## config.mk

```make
export PLATFORM = sky130hd
export DESIGN_NAME = lcd_write_arbiter_flat
export DESIGN_NICKNAME = d
export VERILOG_FILES = /design/src/rtl/lcd_write_arbiter_if.sv /design/src/rtl/lcd_write_arbiter.sv /design/src/flat_wrapper.sv
export SDC_FILE = /design/constraint.sdc
export NUM_CORES = 1
export LEC_CHECK = 0
export ABC_AREA = 1
export BUFFER_PORTS_ARGS = -buffer_cell sky130_fd_sc_hd__buf_2
export CAP_MARGIN = 30
export CORE_ASPECT_RATIO = 1.1
export CORE_MARGIN = 8
export CORE_UTILIZATION = 35
export DETAILED_ROUTE_END_ITERATION = 16
export HOLD_SLACK_MARGIN = 0.05
export PLACE_DENSITY = 0.59
export SETUP_SLACK_MARGIN = 0.5
export SLEW_MARGIN = 25
export SYNTH_ARGS = -nofsm -noshare
export SYNTH_HDL_FRONTEND = slang
export SYNTH_SLANG_ARGS = --single-unit
```

## constraint.sdc

```tcl
create_clock -name clk -period 4.4 [get_ports clk]
set_input_delay 0 -clock clk [delete_from_list [all_inputs] [get_ports clk]]
set_output_delay 0 -clock clk [all_outputs]
set_load 0.01 [all_outputs]
```

## src/rtl/lcd_write_arbiter_if.sv

```systemverilog
// Bundle of requester, LCD driver and status signals shared by the arbiter and its neighbours.
// The slave modport is the arbiter's view; master is the view of everything around it.
interface lcd_write_arbiter_if;
  logic       req0_valid;
  logic       req0_rs;
  logic [7:0] req0_data;
  logic       req0_lock;
  logic       req0_ready;

  logic       req1_valid;
  logic       req1_rs;
  logic [7:0] req1_data;
  logic       req1_lock;
  logic       req1_ready;

  logic       lcd_valid;
  logic       lcd_rs;
  logic [7:0] lcd_data;
  logic       lcd_ready;
  logic       lcd_done;

  logic [1:0] grant;
  logic       timeout_err;
  logic       err_clr;

  modport slave (
    input  req0_valid, req0_rs, req0_data, req0_lock,
    output req0_ready,
    input  req1_valid, req1_rs, req1_data, req1_lock,
    output req1_ready,
    output lcd_valid, lcd_rs, lcd_data,
    input  lcd_ready, lcd_done,
    output grant, timeout_err,
    input  err_clr
  );

  modport master (
    output req0_valid, req0_rs, req0_data, req0_lock,
    input  req0_ready,
    output req1_valid, req1_rs, req1_data, req1_lock,
    input  req1_ready,
    input  lcd_valid, lcd_rs, lcd_data,
    output lcd_ready, lcd_done,
    input  grant, timeout_err,
    output err_clr
  );
endinterface

```

## src/rtl/lcd_write_arbiter.sv

```systemverilog
// Round-robin arbiter sharing one LCD write path between two requesters, with an ownership
// lock for multi-word sequences and a watchdog that aborts any stalled transaction.
module lcd_write_arbiter #(
  parameter int unsigned TIMEOUT_CYCLES = 1023,
  parameter int unsigned TIMER_W        = 10
) (
  input logic                  clk,
  input logic                  rst,
  lcd_write_arbiter_if.slave   bus
);

  localparam logic [1:0] StIdle     = 2'd0;
  localparam logic [1:0] StIssue    = 2'd1;
  localparam logic [1:0] StWaitDone = 2'd2;
  localparam logic [1:0] StHold     = 2'd3;

  // Timer holds k in the k+1'th cycle of a state, so exit fires when it shows TIMEOUT_CYCLES-1.
  localparam logic [TIMER_W-1:0] TimeoutLast = TIMER_W'(TIMEOUT_CYCLES - 1);

  logic [1:0]         state_q, state_d;
  logic               prio_q, prio_d;
  logic [1:0]         grant_q, grant_d;
  logic               lock_q, lock_d;
  logic               rs_q, rs_d;
  logic [7:0]         data_q, data_d;
  logic               err_q, err_d;
  logic [TIMER_W-1:0] timer_q, timer_d;

  logic sel0, sel1;
  logic xfer0, xfer1, xfer;
  logic timeout;
  logic err_set;

  always_comb begin
    sel0 = 1'b0;
    sel1 = 1'b0;
    unique case (state_q)
      StIdle: begin
        sel0 = bus.req0_valid & (~bus.req1_valid | ~prio_q);
        sel1 = bus.req1_valid & (~bus.req0_valid |  prio_q);
      end
      StHold: begin
        sel0 = grant_q[0];
        sel1 = grant_q[1];
      end
      default: ;
    endcase
  end

  assign xfer0   = sel0 & bus.req0_valid;
  assign xfer1   = sel1 & bus.req1_valid;
  assign xfer    = xfer0 | xfer1;
  assign timeout = (timer_q == TimeoutLast);

  always_comb begin
    state_d = state_q;
    prio_d  = prio_q;
    grant_d = grant_q;
    lock_d  = lock_q;
    rs_d    = rs_q;
    data_d  = data_q;
    timer_d = timer_q + 1'b1;
    err_set = 1'b0;

    if (xfer) begin
      rs_d    = xfer1 ? bus.req1_rs   : bus.req0_rs;
      data_d  = xfer1 ? bus.req1_data : bus.req0_data;
      lock_d  = xfer1 ? bus.req1_lock : bus.req0_lock;
      grant_d = {xfer1, xfer0};
    end

    unique case (state_q)
      StIdle: begin
        if (xfer) state_d = StIssue;
      end
      StIssue: begin
        if (bus.lcd_ready) begin
          state_d = StWaitDone;
        end else if (timeout) begin
          state_d = StIdle;
          grant_d = 2'b00;
          prio_d  = ~prio_q;
          err_set = 1'b1;
        end
      end
      StWaitDone: begin
        if (bus.lcd_done) begin
          if (lock_q) begin
            state_d = StHold;
          end else begin
            state_d = StIdle;
            grant_d = 2'b00;
            prio_d  = grant_q[0];
          end
        end else if (timeout) begin
          state_d = StIdle;
          grant_d = 2'b00;
          prio_d  = ~prio_q;
          err_set = 1'b1;
        end
      end
      StHold: begin
        if (xfer) begin
          state_d = StIssue;
        end else if (timeout) begin
          state_d = StIdle;
          grant_d = 2'b00;
        end
      end
      default: state_d = StIdle;
    endcase

    // Every transition changes state, so a state change is exactly a state entry.
    if (state_d != state_q || state_q == StIdle) timer_d = '0;

    err_d = err_q;
    if (bus.err_clr) err_d = 1'b0;
    if (err_set)     err_d = 1'b1;
  end

  always_ff @(posedge clk) begin
    if (rst) begin
      state_q <= StIdle;
      prio_q  <= 1'b0;
      grant_q <= 2'b00;
      lock_q  <= 1'b0;
      rs_q    <= 1'b0;
      data_q  <= 8'h00;
      err_q   <= 1'b0;
      timer_q <= '0;
    end else begin
      state_q <= state_d;
      prio_q  <= prio_d;
      grant_q <= grant_d;
      lock_q  <= lock_d;
      rs_q    <= rs_d;
      data_q  <= data_d;
      err_q   <= err_d;
      timer_q <= timer_d;
    end
  end

  assign bus.req0_ready  = sel0;
  assign bus.req1_ready  = sel1;
  assign bus.lcd_valid   = (state_q == StIssue);
  assign bus.lcd_rs      = rs_q;
  assign bus.lcd_data    = data_q;
  assign bus.grant       = grant_q;
  assign bus.timeout_err = err_q;

endmodule
```

## src/flat_wrapper.sv

```systemverilog
// flat-port wrapper written by rule: the top's interface ports become plain ports
module lcd_write_arbiter_flat 
#(
  parameter int unsigned TIMEOUT_CYCLES = 1023,
  parameter int unsigned TIMER_W        = 10
)
  (clk, rst, bus_req0_valid, bus_req0_rs, bus_req0_data, bus_req0_lock, bus_req0_ready, bus_req1_valid, bus_req1_rs, bus_req1_data, bus_req1_lock, bus_req1_ready, bus_lcd_valid, bus_lcd_rs, bus_lcd_data, bus_lcd_ready, bus_lcd_done, bus_grant, bus_timeout_err, bus_err_clr);
  lcd_write_arbiter_if bus_i ();
  input logic clk;
  input logic rst;
  input wire logic [$bits(bus_i.req0_valid)-1:0] bus_req0_valid;
  input wire logic [$bits(bus_i.req0_rs)-1:0] bus_req0_rs;
  input wire logic [$bits(bus_i.req0_data)-1:0] bus_req0_data;
  input wire logic [$bits(bus_i.req0_lock)-1:0] bus_req0_lock;
  output wire logic [$bits(bus_i.req0_ready)-1:0] bus_req0_ready;
  input wire logic [$bits(bus_i.req1_valid)-1:0] bus_req1_valid;
  input wire logic [$bits(bus_i.req1_rs)-1:0] bus_req1_rs;
  input wire logic [$bits(bus_i.req1_data)-1:0] bus_req1_data;
  input wire logic [$bits(bus_i.req1_lock)-1:0] bus_req1_lock;
  output wire logic [$bits(bus_i.req1_ready)-1:0] bus_req1_ready;
  output wire logic [$bits(bus_i.lcd_valid)-1:0] bus_lcd_valid;
  output wire logic [$bits(bus_i.lcd_rs)-1:0] bus_lcd_rs;
  output wire logic [$bits(bus_i.lcd_data)-1:0] bus_lcd_data;
  input wire logic [$bits(bus_i.lcd_ready)-1:0] bus_lcd_ready;
  input wire logic [$bits(bus_i.lcd_done)-1:0] bus_lcd_done;
  output wire logic [$bits(bus_i.grant)-1:0] bus_grant;
  output wire logic [$bits(bus_i.timeout_err)-1:0] bus_timeout_err;
  input wire logic [$bits(bus_i.err_clr)-1:0] bus_err_clr;
  assign bus_i.req0_valid = bus_req0_valid;
  assign bus_i.req0_rs = bus_req0_rs;
  assign bus_i.req0_data = bus_req0_data;
  assign bus_i.req0_lock = bus_req0_lock;
  assign bus_req0_ready = bus_i.req0_ready;
  assign bus_i.req1_valid = bus_req1_valid;
  assign bus_i.req1_rs = bus_req1_rs;
  assign bus_i.req1_data = bus_req1_data;
  assign bus_i.req1_lock = bus_req1_lock;
  assign bus_req1_ready = bus_i.req1_ready;
  assign bus_lcd_valid = bus_i.lcd_valid;
  assign bus_lcd_rs = bus_i.lcd_rs;
  assign bus_lcd_data = bus_i.lcd_data;
  assign bus_i.lcd_ready = bus_lcd_ready;
  assign bus_i.lcd_done = bus_lcd_done;
  assign bus_grant = bus_i.grant;
  assign bus_timeout_err = bus_i.timeout_err;
  assign bus_i.err_clr = bus_err_clr;
  lcd_write_arbiter #(.TIMEOUT_CYCLES(TIMEOUT_CYCLES), .TIMER_W(TIMER_W)) u_core (.clk(clk), .rst(rst), .bus(bus_i));
endmodule
```

---- Word-level counts from Yosys, hierarchy flattened ----
Index checks and enable logic that the tools add are counted.
word-level totals
  flip-flop bits (word level) ............. 26
  latch bits .............................. 0
  RAM bits ................................ 0
  memory bits (read-only) ................. 0
  input port bits ......................... 27
  memories ................................ 0
operators by class
  add/subtract/negate cells ............... 1
  $mul .................................... 0
  div/mod/pow operators ................... 0
  order comparisons ....................... 0
  equality and inequality tests ........... 7
  shift operators ......................... 0
  mux-type cells .......................... 30
  bitwise logic cells ..................... 10
  reductions and logical operators ........ 6
operators with widths
  cell                     count
  $mux W2                  12
  $mux W1                  11
  $add A10 B1 Y10 const B  1
  $eq A10 B10 Y1 const B   1
  $mux W8                  1
  $pmux W1 S2              4
  $pmux W2 S4              1
  $pmux W2 S3              1
  $and A1 B1 Y1            4
  $eq A2 B2 Y1 const B     2
  $reduce_bool A2 Y1       2
  $ne A3 B3 Y1 const B     1
  $not A1 Y1               3
  $or A1 B1 Y1             3
  $reduce_and A3 Y1        1
  $eq A2 B1 Y1 const B     1
  $logic_not A2 Y1         1
  $ne A2 B2 Y1             1
  $ne A2 B2 Y1 const B     1
  $reduce_or A2 Y1         1
  $logic_or A1 B1 Y1       1

---- Logic depth before layout (Yosys ltp) ----
Gate-level depths: netlist of the first run.
  word-level depth ........................ 11
  gate-level depth with buffers ........... 15
  gate-level depth less buffers ........... 15

---- Least setup slack after synthesis of the first run ----
Ideal clock, no wire load.
  path type ............................... register -> register
  from .................................... register u_core.state_q[1]
  to ...................................... register u_core.timer_q[0]
  data arrival time ....................... 1.699 ns
  slack ................................... 2.636 ns
  cell stages (with the launch flop) ...... 12
  buffers on the path ..................... 0
  path through ............................ dfxtp_1 > inv_1 > ha_1 > inv_1 > nand3_1 > nand2_2 > inv_2 > nand2_1 > nand2_1 > a21oi_2 > nand3_4 > nor2_1
on the way
  cells in the longest elaborated chain, start to end .. 9
  elaborated cells on any way between the ends .. 18
  those cells by class .................... eq/ne: 4; mux: 8; bitwise: 3; reduce/logical: 3
ends and longest elaborated chain
  element                                                  line                                                                        text
  start, declared                                          lcd_write_arbiter.sv:20                                                     logic [1:0] state_q, state_d;
  start signal, assigned                                   lcd_write_arbiter.sv:123                                                    state_q <= StIdle;
  start signal, assigned                                   lcd_write_arbiter.sv:132                                                    state_q <= state_d;
  $eq A2 B2 Y1 / $logic_not A2 Y1 (equally long branches)  lcd_write_arbiter.sv:37, lcd_write_arbiter.sv:72, lcd_write_arbiter.sv:114
  $pmux W1 S2                                              lcd_write_arbiter.sv:37                                                     unique case (state_q)
  $and A1 B1 Y1 (on tied branches)                         lcd_write_arbiter.sv:50, lcd_write_arbiter.sv:51
  $or A1 B1 Y1                                             lcd_write_arbiter.sv:52                                                     assign xfer = xfer0 | xfer1;
  $mux W2 (on tied branches)                               lcd_write_arbiter.sv:103, lcd_write_arbiter.sv:74
  $pmux W2 S4                                              lcd_write_arbiter.sv:72                                                     unique case (state_q)
  $ne A2 B2 Y1                                             lcd_write_arbiter.sv:114                                                    if (state_d != state_q || state_q == StIdle) timer_d = '0;
  $logic_or A1 B1 Y1 *                                     lcd_write_arbiter.sv:114
  $reduce_or A2 Y1 (no source line) *                      -
  end signal, assigned                                     lcd_write_arbiter.sv:139                                                    timer_q <= timer_d;
  end, declared                                            lcd_write_arbiter.sv:27                                                     logic [TIMER_W-1:0] timer_q, timer_d;
Every way passes the cells marked *; elsewhere a longest branch is shown, timed or not.
A chain may end at the register's enable or synchronous reset.

---- Worst setup path after layout of the first run ----
  from .................................... register u_core.state_q[1]
  to ...................................... register u_core.lock_q
on the way
  cells in the longest elaborated chain, start to end .. 4
  elaborated cells on any way between the ends .. 8
  those cells by class .................... eq/ne: 1; mux: 3; bitwise: 3; reduce/logical: 1
ends and longest elaborated chain
  element                                                  line                                              text
  $eq A2 B2 Y1 / $logic_not A2 Y1 (equally long branches)  lcd_write_arbiter.sv:37
  $pmux W1 S2                                              lcd_write_arbiter.sv:37
  $and A1 B1 Y1 (on tied branches)                         lcd_write_arbiter.sv:51, lcd_write_arbiter.sv:50
  $mux W1 / $or A1 B1 Y1 (equally long branches)           lcd_write_arbiter.sv:68, lcd_write_arbiter.sv:52
  end signal, assigned                                     lcd_write_arbiter.sv:135                          lock_q <= lock_d;
  end, declared                                            lcd_write_arbiter.sv:23                           logic lock_q, lock_d;
Parallel ways exist; a longest one is shown, timed or not.

==> results.toml, run 1 <==
[clocking]
htree_levels = 1
holdBufCountCts = 15
clockBufferDepth = 2
postCtsSetupRepairBufs = 0
cts_inserted_buffers = 3
cts_root_buffer = "clkbuf_8"
cts-resized-gates = 0
clk_pin_slew_ns = 0.09
clock_latency_ns = 0.27
cts_tree = "yes"
cts_sinks = 26

[place]
dp_hpwl_mm = 2.69
gp_congestion = 0.849
pre_cts_ws_ns = 1.93
io_buffers = 41

[logic_synthesis]
syn_area_um2 = 1410
yosysWarnings = 0
avgSynthCellArea_um2 = 6.93
ys_types = 22
ys_seq_area_share_pct = 37.0
synth_nets = 236
syn_inst = 203
ys_seq_elements = 26

[status]
status = "complete, no violations"

[min_path]
worstHoldEndpoint = "u_core.bus.lcd_data[5]"
hold_path.class = "in -> reg"
holdCritStartpoint = "bus_req0_data[5]"
min_path_cells = 3

[timing]
holdWs_ns = 0.0503
min_period_over_period_pct = 60.5
setup_tns_ns = 0
worstMarginPinSlew_ns = 0.450
drv_slew = 0
rsz0062_at_grt = "false"
setup_slack_ns = 1.74
hold_viol_final = 0
min_period_ns = 2.66
fmax_mhz = 376
slew_headroom_pct = 69.9
finClkSkew_ns = 0.00577
setup_viol = 0

[floorplan]
start_util_pct = 36.0
core.rowCount = 24
die_x_um = 76.4
die_y_um = 82.5
die_area_um2 = 6300
pin_count = 42
coreArea_um2 = 3900

[setup_path]
arrival_ns = 2.88
r2r_setup_slack_ns = 1.74
crit_slowest_cell = "dlygate4sd3_1"
rr_endpoint = "u_core.lock_q"
worst_ep_required_time_ns = 4.61
crit_path_end_kind = "register"
max_stage_delay_ns = 0.58
path_common_cell = "inv_1"
reg2reg_depth = 8
startpoint_type = "register"
path_max_fanout = 13
path_cells = "inv_1, ha_1, inv_1, nand3_1, nand2_2, o21ai_0, a21oi_1, dlygate4sd3_1"
setup.worst_path.class = "reg -> reg"
r2r-start = "u_core.state_q[1]"

[power_and_ir_drop]
ir_worst_vdd_v = 0.000178
finalPower_w = 0.000732
p_per_area_nw_per_um2 = 395
p_leak_nw = 0.846

[route]
vias = 1434
wl_mm = 3.63
ant_nets = 0
first_iter_violations = 105
drc = 0
drtPass1Iterations = 5
vias_per_cell = 4.63
wl_per_cell_um = 11.7

[layout]
multiInputGateArea_um2 = 785
regArea_um2 = 520
final_common_cell = "nand2_1"
fin_util_pct = 47.5
diodes = 0
drive_gt1_share_pct = 21.3
final_cell_mix = "nand2_1, buf_2, dfxtp_1"
fin_nets = 293
nFillCells = 413
syn2layout_area_growth_pct = 31.8

[global_route]
grt_pass1_vias = 1437
grt_max_degree = 15
grtUsageMet3_pct = 2.81
grt.overflow.total = 0
use_met2_pct = 22.0
grt_use_total_pct = 11.8
grt_use_met1_pct = 12.7
grt_pass1_wl_mm = 6.22
antenna_found_initial = 0
grt-busiest-layer = "met2"

[run]
max_cap_viol_count = 0
==> worst max path at each step <==
stage,start,endpoint,slack (ns)
CTS,u_core.state_q[1],u_core.bus.lcd_data[6],1.78
global route,u_core.state_q[0],u_core.bus.lcd_data[4],1.57
detailed placement,u_core.state_q[1],u_core.timer_q[6],1.93
global placement,u_core.state_q[0],u_core.timer_q[0],2.02
floorplan,u_core.state_q[1],u_core.timer_q[0],2.64
finish,u_core.state_q[1],u_core.lock_q,1.74
==> registers in the layout (all words and copies together), names as in the netlist <==
| name | count |
|---|---|
| u_core.bus.grant | 2 |
| u_core.bus.lcd_data | 8 |
| u_core.bus.lcd_rs | 1 |
| u_core.bus.timeout_err | 1 |
| u_core.lock_q | 1 |
| u_core.prio_q | 1 |
| u_core.state_q | 2 |
| u_core.timer_q | 10 |
==> worst max-delay path: cells and delay by family, from the launching register on <==
| family | cells | cell delay (ns) |
|---|---|---|
| compound gates | 2 | 0.27 |
| fa+ha+maj | 1 | 0.32 |
| buf+inv | 3 | 0.83 |
| flops | 1 | 0.47 |
| simple gates | 2 | 0.71 |
==> routing by layer <==
metal / vias up / part of all wire, %
met4: 0 / 1.5
met5: - / 0
met1: 636 / 45
li1: 762 / -
met3: 4 / 4.5
met2: 32 / 49
==> metrics by stage <==
step / instance area, µm² / std cells
global placement: 1660 / 292
detailed placement: 1660 / 292
floorplan: 1410 / 203
global route: 1850 / 310
finish: 1850 / 310
CTS: 1850 / 310
==> where the power goes <==
group          switching (W)  internal (W)  total [W]  leakage, nW
Combinational       0.000185      0.000118   0.000302        0.613
Sequential         0.0000251      0.000270   0.000295        0.212
Clock              0.0000736     0.0000614   0.000135       0.0216
Total               0.000283      0.000449   0.000732        0.846
==> logic make-up (layout without fill, tap and decap cells) <==
| family | count (synthesis) | after routing | synth area share [%] |
|---|---|---|---|
| DFF | 26 | 26 | 37.0 |
| buffers and inverters | 27 | 82 | 7.21 |
| AOI/OAI and AO/OA | 44 | 44 | 16.1 |
| and+or+nand+nor | 91 | 91 | 28.7 |
| adders and majority gates | 6 | 6 | 5.34 |
| xor gates and xnor gates | 9 | 9 | 5.61 |
==> layout make-up <==
type                            count  share of cell area (%)
Multi-Input combinational cell    150                    42.3
Clock buffer                        3                    2.23
Inverter                           23                    4.66
Timing Repair Buffer               56                    19.2
Sequential cell                    26                    28.1
Tap cell                           52                    3.51
==> cell usage after synthesis <==
cell	count	share of area [%]
nand2_1	49	13
dfxtp_1	26	37
o21ai_0	24	8.5
nor2_1	22	5.9
inv_1	21	5.6
a21oi_1	18	6.4
nand3_1	9	3.2
xor2_1	7	4.4
ha_1	6	5.3
clkbuf_1	3	0.80
nand3_2	3	2.1
nor2_2	3	1.3
nand2_2	2	0.89
xnor2_1	2	1.2
a21oi_2	1	0.62
a22oi_1	1	0.53
buf_1	1	0.27
clkinv_1	1	0.27
inv_2	1	0.27
nand3_4	1	1.2
nand3b_1	1	0.53
nand4_1	1	0.45
No activity file was read; power rests on OpenSTA's default activity.
==> run 2, diff against run 1 <==
--- a/config.mk
+++ b/config.mk
@@ -5,7 +5,7 @@
 export SDC_FILE = /design/constraint.sdc
 export NUM_CORES = 1
 export LEC_CHECK = 0
-export ABC_AREA = 1
+export ABC_AREA = 0
 export BUFFER_PORTS_ARGS = -buffer_cell sky130_fd_sc_hd__buf_2
 export CAP_MARGIN = 30
 export CORE_ASPECT_RATIO = 1.1
@@ -13,7 +13,7 @@
 export CORE_UTILIZATION = 35
 export DETAILED_ROUTE_END_ITERATION = 16
 export HOLD_SLACK_MARGIN = 0.05
-export PLACE_DENSITY = 0.59
+export PLACE_DENSITY = 0.61
 export SETUP_SLACK_MARGIN = 0.5
 export SLEW_MARGIN = 25
 export SYNTH_ARGS = -nofsm -noshare
==> constraint.sdc (replaced) <==
create_clock -name clk -period 2.2 [get_ports clk]
set_input_delay 0 -clock clk [delete_from_list [all_inputs] [get_ports clk]]
set_output_delay 0 -clock clk [all_outputs]
set_load 0.01 [all_outputs]
==> run 2 against run 1 <==
Combinational power grew to 5.3 times the previous value. Critical endpoint is now u_core.timer_q[8]. Worst setup slack lost 1.4 ns. Critical path type unchanged. Utilization grew 13 points. Synthesized area grew 4.2%.
==> results.toml, run 2 <==
[status]
status = "complete, no violations"

[route]
drtPass1Iterations = 6
ant_nets = 0
drc = 0
first_iter_violations = 79
vias = 1528
wl_mm = 4.68
vias_per_cell = 5.27
wl_per_cell_um = 16.1

[floorplan]
coreArea_um2 = 3990
die_area_um2 = 6520
die_x_um = 77.7
die_y_um = 83.9
pin_count = 42
start_util_pct = 36.7
core.rowCount = 24

[logic_synthesis]
synth_nets = 192
ys_seq_elements = 26
ys_seq_area_share_pct = 35.5
synthFlopType = "dfxtp_1"
syn_inst = 159
synth_edf_count = 0
synth_top_cells_by_count = "dfxtp_1, nor2_1, a211oi_1"
avgSynthCellArea_um2 = 9.21
synth_top_area_share_pct = 35.5
synth_most_common_cell = "dfxtp_1"
ys_top_cells_by_area = "dfxtp_1, mux2i_1, a211oi_1, ha_1, nor2_1"
ys_types = 42
async_reset_ff_share_pct = 0
synth_top_cell_by_area = "dfxtp_1"
syn_area_um2 = 1470
yosysWarnings = 0

[timing]
drv_slew = 0
worstMarginPinSlew_ns = 0.360
holdWs_ns = 0.0434
min_period_ns = 1.82
rsz0062_at_grt = "true"
min_period_over_period_pct = 82.7
setup_tns_ns = 0
setup_viol = 0
hold_viol_final = 0
fmax_mhz = 550
setup_slack_ns = 0.381
slew_headroom_pct = 76.0
finClkSkew_ns = 0.00593

[global_route]
grt.overflow.total = 0
use_met2_pct = 23.4
antenna_found_initial = 0
grt_max_degree = 18
grt_pass1_wl_mm = 7.42
grt_use_total_pct = 13.7
grt_pass1_vias = 1512
grt_use_met1_pct = 16.6
grt-busiest-layer = "met2"
grtUsageMet3_pct = 2.59

[layout]
top_register = "u_core.timer_q"
nFillCells = 327
fin_nets = 272
drive_gt1_share_pct = 54.6
largest_reg_flops = 10
final_common_cell = "buf_2"
syn2layout_area_growth_pct = 64.2
diodes = 0
final_cell_mix = "buf_2, buf_4, dfxtp_1"
stdcell_count = 290
design_area_um2 = 2410

[setup_path]
setup.worst_path.class = "reg -> reg"
startpoint = "u_core.state_q[0]"
r2r-start = "u_core.state_q[0]"
worst_ep_required_time_ns = 2.36
arrival_ns = 1.98
crit_path_end_kind = "register"
startpoint_type = "register"
path_max_fanout = 5

[place]
postPlaceCellArea_um2 = 1770
pre_cts_ws_ns = 0.264
gp_congestion = 0.802
placed_cells = 249
io_buffers = 41
dp_hpwl_mm = 2.75

[clocking]
cts_inserted_buffers = 3
clk_pin_slew_ns = 0.09
clock_latency_ns = 0.28
cts_root_buffer = "clkbuf_8"
clockBufferDepth = 2
cts_sinks = 26
htree_levels = 1
cts_tree = "yes"

[power_and_ir_drop]
p_leak_nw = 1.00
p_per_area_nw_per_um2 = 1060
ir_worst_vdd_v = 0.000410

[run]
max_cap_viol_count = 0

[min_path]
holdCritStartpoint = "bus_req1_data[4]"
hold_path.class = "in -> reg"
run 2: repair_timing:
action / in CTS / in global routing
resized for setup: 38 / 19
setup endpoints to repair: 24 / 23
hold endpoints to repair: 2 / 0
pin swaps: 19 / 7
cloned: 3 / 0
hold buffers: 2 / 0
buffers inserted: 21 / 11
run 2: report_power, final:
| part | switching (W) | internal, W | total, W | leakage [nW] |
|---|---|---|---|---|
| combinational | 0.000793 | 0.000795 | 0.00159 | 0.764 |
| sequential | 0.000101 | 0.000585 | 0.000686 | 0.215 |
| clock | 0.000155 | 0.000130 | 0.000285 | 0.0228 |
run 2: per-layer routing:
layer  routed length, µm  up-vias
met5                   0        -
met4                  55        0
met2                2500       34
met3                 138        8
met1                1980      737
li1                    -      749
run 2: through the flow:
stage	power, W	util (%)
CTS	0.00233	55.8
floorplan	0.00136	-
global placement	0.00164	44.2
finish	0.00256	60.2
global route	0.00271	60.2
detailed placement	0.00164	44.2
run 2: path summary, 6_finish.rpt:
check | end | cells after the start | slack (ns)
worst min register to register | u_core.bus.timeout_err | 2 | 0.48
worst max-delay path | u_core.timer_q[8] | 8 | 0.38
worst min-delay path | u_core.bus.lcd_data[4] | 3 | 0.04
worst max register to register | u_core.timer_q[8] | 8 | 0.38
run 2: cells by family after synthesis:
group | synth area share, %
adders and majority gates | 5.12
DFF | 35.5
xor gates and xnor gates | 4.78
AOI/OAI and AO/OA | 23.3
and+or+nand+nor | 20.1
buffers and inverters | 4.36
muxes | 6.83
run 2: final cells by class:
| class | instances | area [µm²] | share of cell area, % |
|---|---|---|---|
| inverters | 5 | 26.3 | 1.09 |
| flip-flops and latches | 26 | 531 | 22.0 |
| well taps | 52 | 65.1 | 2.70 |
| multi-input cells | 120 | 1140 | 47.2 |
| repair buffers | 83 | 603 | 25.1 |
| clock buffers | 4 | 45.0 | 1.87 |
run 2: worst max-delay path, stage by stage, from the launching register on:
cell	delay (ns)
dfxtp_4	0.39
buf_6	0.13
ha_4	0.17
and2_4	0.15
a31oi_4	0.21
o21ai_2	0.11
a211oi_4	0.31
buf_6	0.19
nor4_4	0.05
==> run 3, diff against run 2 <==
==> constraint.sdc (replaced) <==
create_clock -name clk -period 1.65 [get_ports clk]
set_input_delay 0 -clock clk [delete_from_list [all_inputs] [get_ports clk]]
set_output_delay 0 -clock clk [all_outputs]
set_load 0.01 [all_outputs]
==> run 3 against run 2 <==
The run now ends with setup timing left. Power up 44%. Clock power up 86%. Clock skew is 0.0066 ns higher. Cell count grew 0.34%. Clock-buffer cell count fell by 1. Sequential share of layout area decreased by 0.23 points. Combinational power rose by 42%. Design area increased by 0.57%. Die area is the same.
==> results.toml, run 3 (synthesized netlist as in run 2, its figures left out) <==
[status]
status = "complete, but fails checks"
violations = "setup timing"

[floorplan]
coreArea_um2 = 3990
start_util_pct = 36.7
core.rowCount = 24
die_area_um2 = 6520
pin_count = 42
die_x_um = 77.7
die_y_um = 83.9

[clocking]
cts_inserted_buffers = 3
cts_root_buffer = "clkbuf_8"
cts_tree = "yes"
cts_sinks = 26
htree_levels = 1
clockBufferDepth = 2
clk_pin_slew_ns = 0.10
clock_latency_ns = 0.27

[setup_path]
worst_ep_required_time_ns = 1.81
crit_buf_inv = 2
path_cells = "inv_4, ha_4, a32oi_2, or3_4, buf_8, mux2i_2, a211oi_2"
crit_path_end_kind = "register"
startpoint = "u_core.state_q[0]"
crit_path_end = "u_core.bus.lcd_data[5]"
r2r_setup_slack_ns = -0.15
r2r-start = "u_core.state_q[0]"
reg2reg_depth = 7
rr_endpoint = "u_core.bus.lcd_data[5]"
path_max_fanout = 7
startpoint_type = "register"
cp.depth = 7
crit_slowest_cell = "or3_4"
max_stage_delay_ns = 0.43
cp_top_family = "simple AND/OR/NAND/NOR gates"
setup.worst_path.class = "reg -> reg"
arrival_ns = 1.95

[timing]
rsz0062_at_grt = "true"
fmax_mhz = 556
min_period_over_period_pct = 109
setup_slack_ns = -0.148
min_period_ns = 1.80
drv_slew = 0
setup_tns_ns = -2.67
hold_viol_final = 0
slew_headroom_pct = 73.8
setup_viol = 24
worstMarginPinSlew_ns = 0.393
finClkSkew_ns = 0.0125

[layout]
largest_reg_flops = 10
diodes = 0
design_area_um2 = 2420
fin_nets = 273
top_register = "u_core.timer_q"
fin_util_pct = 60.6
drive_gt1_share_pct = 54.8
syn2layout_area_growth_pct = 65.2
final_cell_mix = "buf_2, buf_4, dfxtp_1"
final_common_cell = "buf_2"

[route]
wl_mm = 4.39
drtPass1Iterations = 4
first_iter_violations = 48
vias = 1494
drc = 0
ant_nets = 0
vias_per_cell = 5.13
wl_per_cell_um = 15.1

[power_and_ir_drop]
p_per_area_nw_per_um2 = 1520
finalPower_w = 0.00369
p_leak_nw = 1.03
ir_worst_vdd_v = 0.000698

[global_route]
grt_max_degree = 22
grtUsageMet3_pct = 4.09
use_met2_pct = 21.3
grt_pass1_vias = 1437
grt_pass1_wl_mm = 6.69
grt_use_total_pct = 12.3
grt.overflow.total = 0
antenna_found_initial = 0
grt_use_met1_pct = 14.2
grt-busiest-layer = "met2"

[place]
io_buffers = 41
pre_cts_ws_ns = -0.135
postPlaceCellArea_um2 = 1990
dp_hpwl_mm = 2.96
gp_congestion = 0.755

[min_path]
hold_path.class = "in -> reg"

[run]
max_cap_viol_count = 0
==> run 3: final cells by class <==
type                       count  area [µm²]
inverter                       5        26.3
fill                         346        1570
sequential                    26         528
tap                           52        65.1
clock inverter                 1        30.0
timing repair buffer          84         651
clock buffer                   3        41.3
multi-input combinational    120        1080
==> run 3: what timing repair did <==
action	CTS	global route
pin swaps	15	21
resized for setup	17	26
setup buffers	6	4
endpoints found under the hold margin	2	0
cloned	1	3
endpoints found under the setup margin	29	29
hold buffers	2	0
==> run 3: worst min-delay path by stage <==
stage                startpoint  slack (ns)  cells past startpoint                     end
6_report       bus_req1_data[0]        0.05                      3  u_core.bus.lcd_data[0]
5_1_grt        bus_req1_data[3]        0.07                      3  u_core.bus.lcd_data[3]
4_1_cts        bus_req1_data[4]        0.05                      3  u_core.bus.lcd_data[4]
3_5_place_dp        bus_err_clr        0.28                      3  u_core.bus.timeout_err
3_3_place_gp        bus_err_clr        0.28                      3  u_core.bus.timeout_err
2_1_floorplan       bus_err_clr        0.18                      2  u_core.bus.timeout_err
==> run 3: metal layers <==
metal,vias to the layer above,part of all wire [%]
met5,-,0
met1,713,43
met3,4,3.9
li1,752,-
met4,0,0.91
met2,25,52
==> run 3: stage by stage <==
stage,hold WS [ns],instances
floorplan,0.178,159
global placement,0.277,271
detailed placement,0.281,271
CTS,0.0518,284
global route,0.0725,291
finish,0.0523,291
==> run 3: power breakdown <==
group | internal [W] | switching (W) | leakage (nW)
Sequential | 0.000778 | 0.000129 | 0.214
Clock | 0.000325 | 0.000205 | 0.0357
Combinational | 0.00120 | 0.00104 | 0.785
Total | 0.00231 | 0.00138 | 1.03
==> run 3: worst min-delay path, stage by stage <==
cell,delay [ns]
buf_2,0.10
mux2i_1,0.11
a211oi_1,0.08
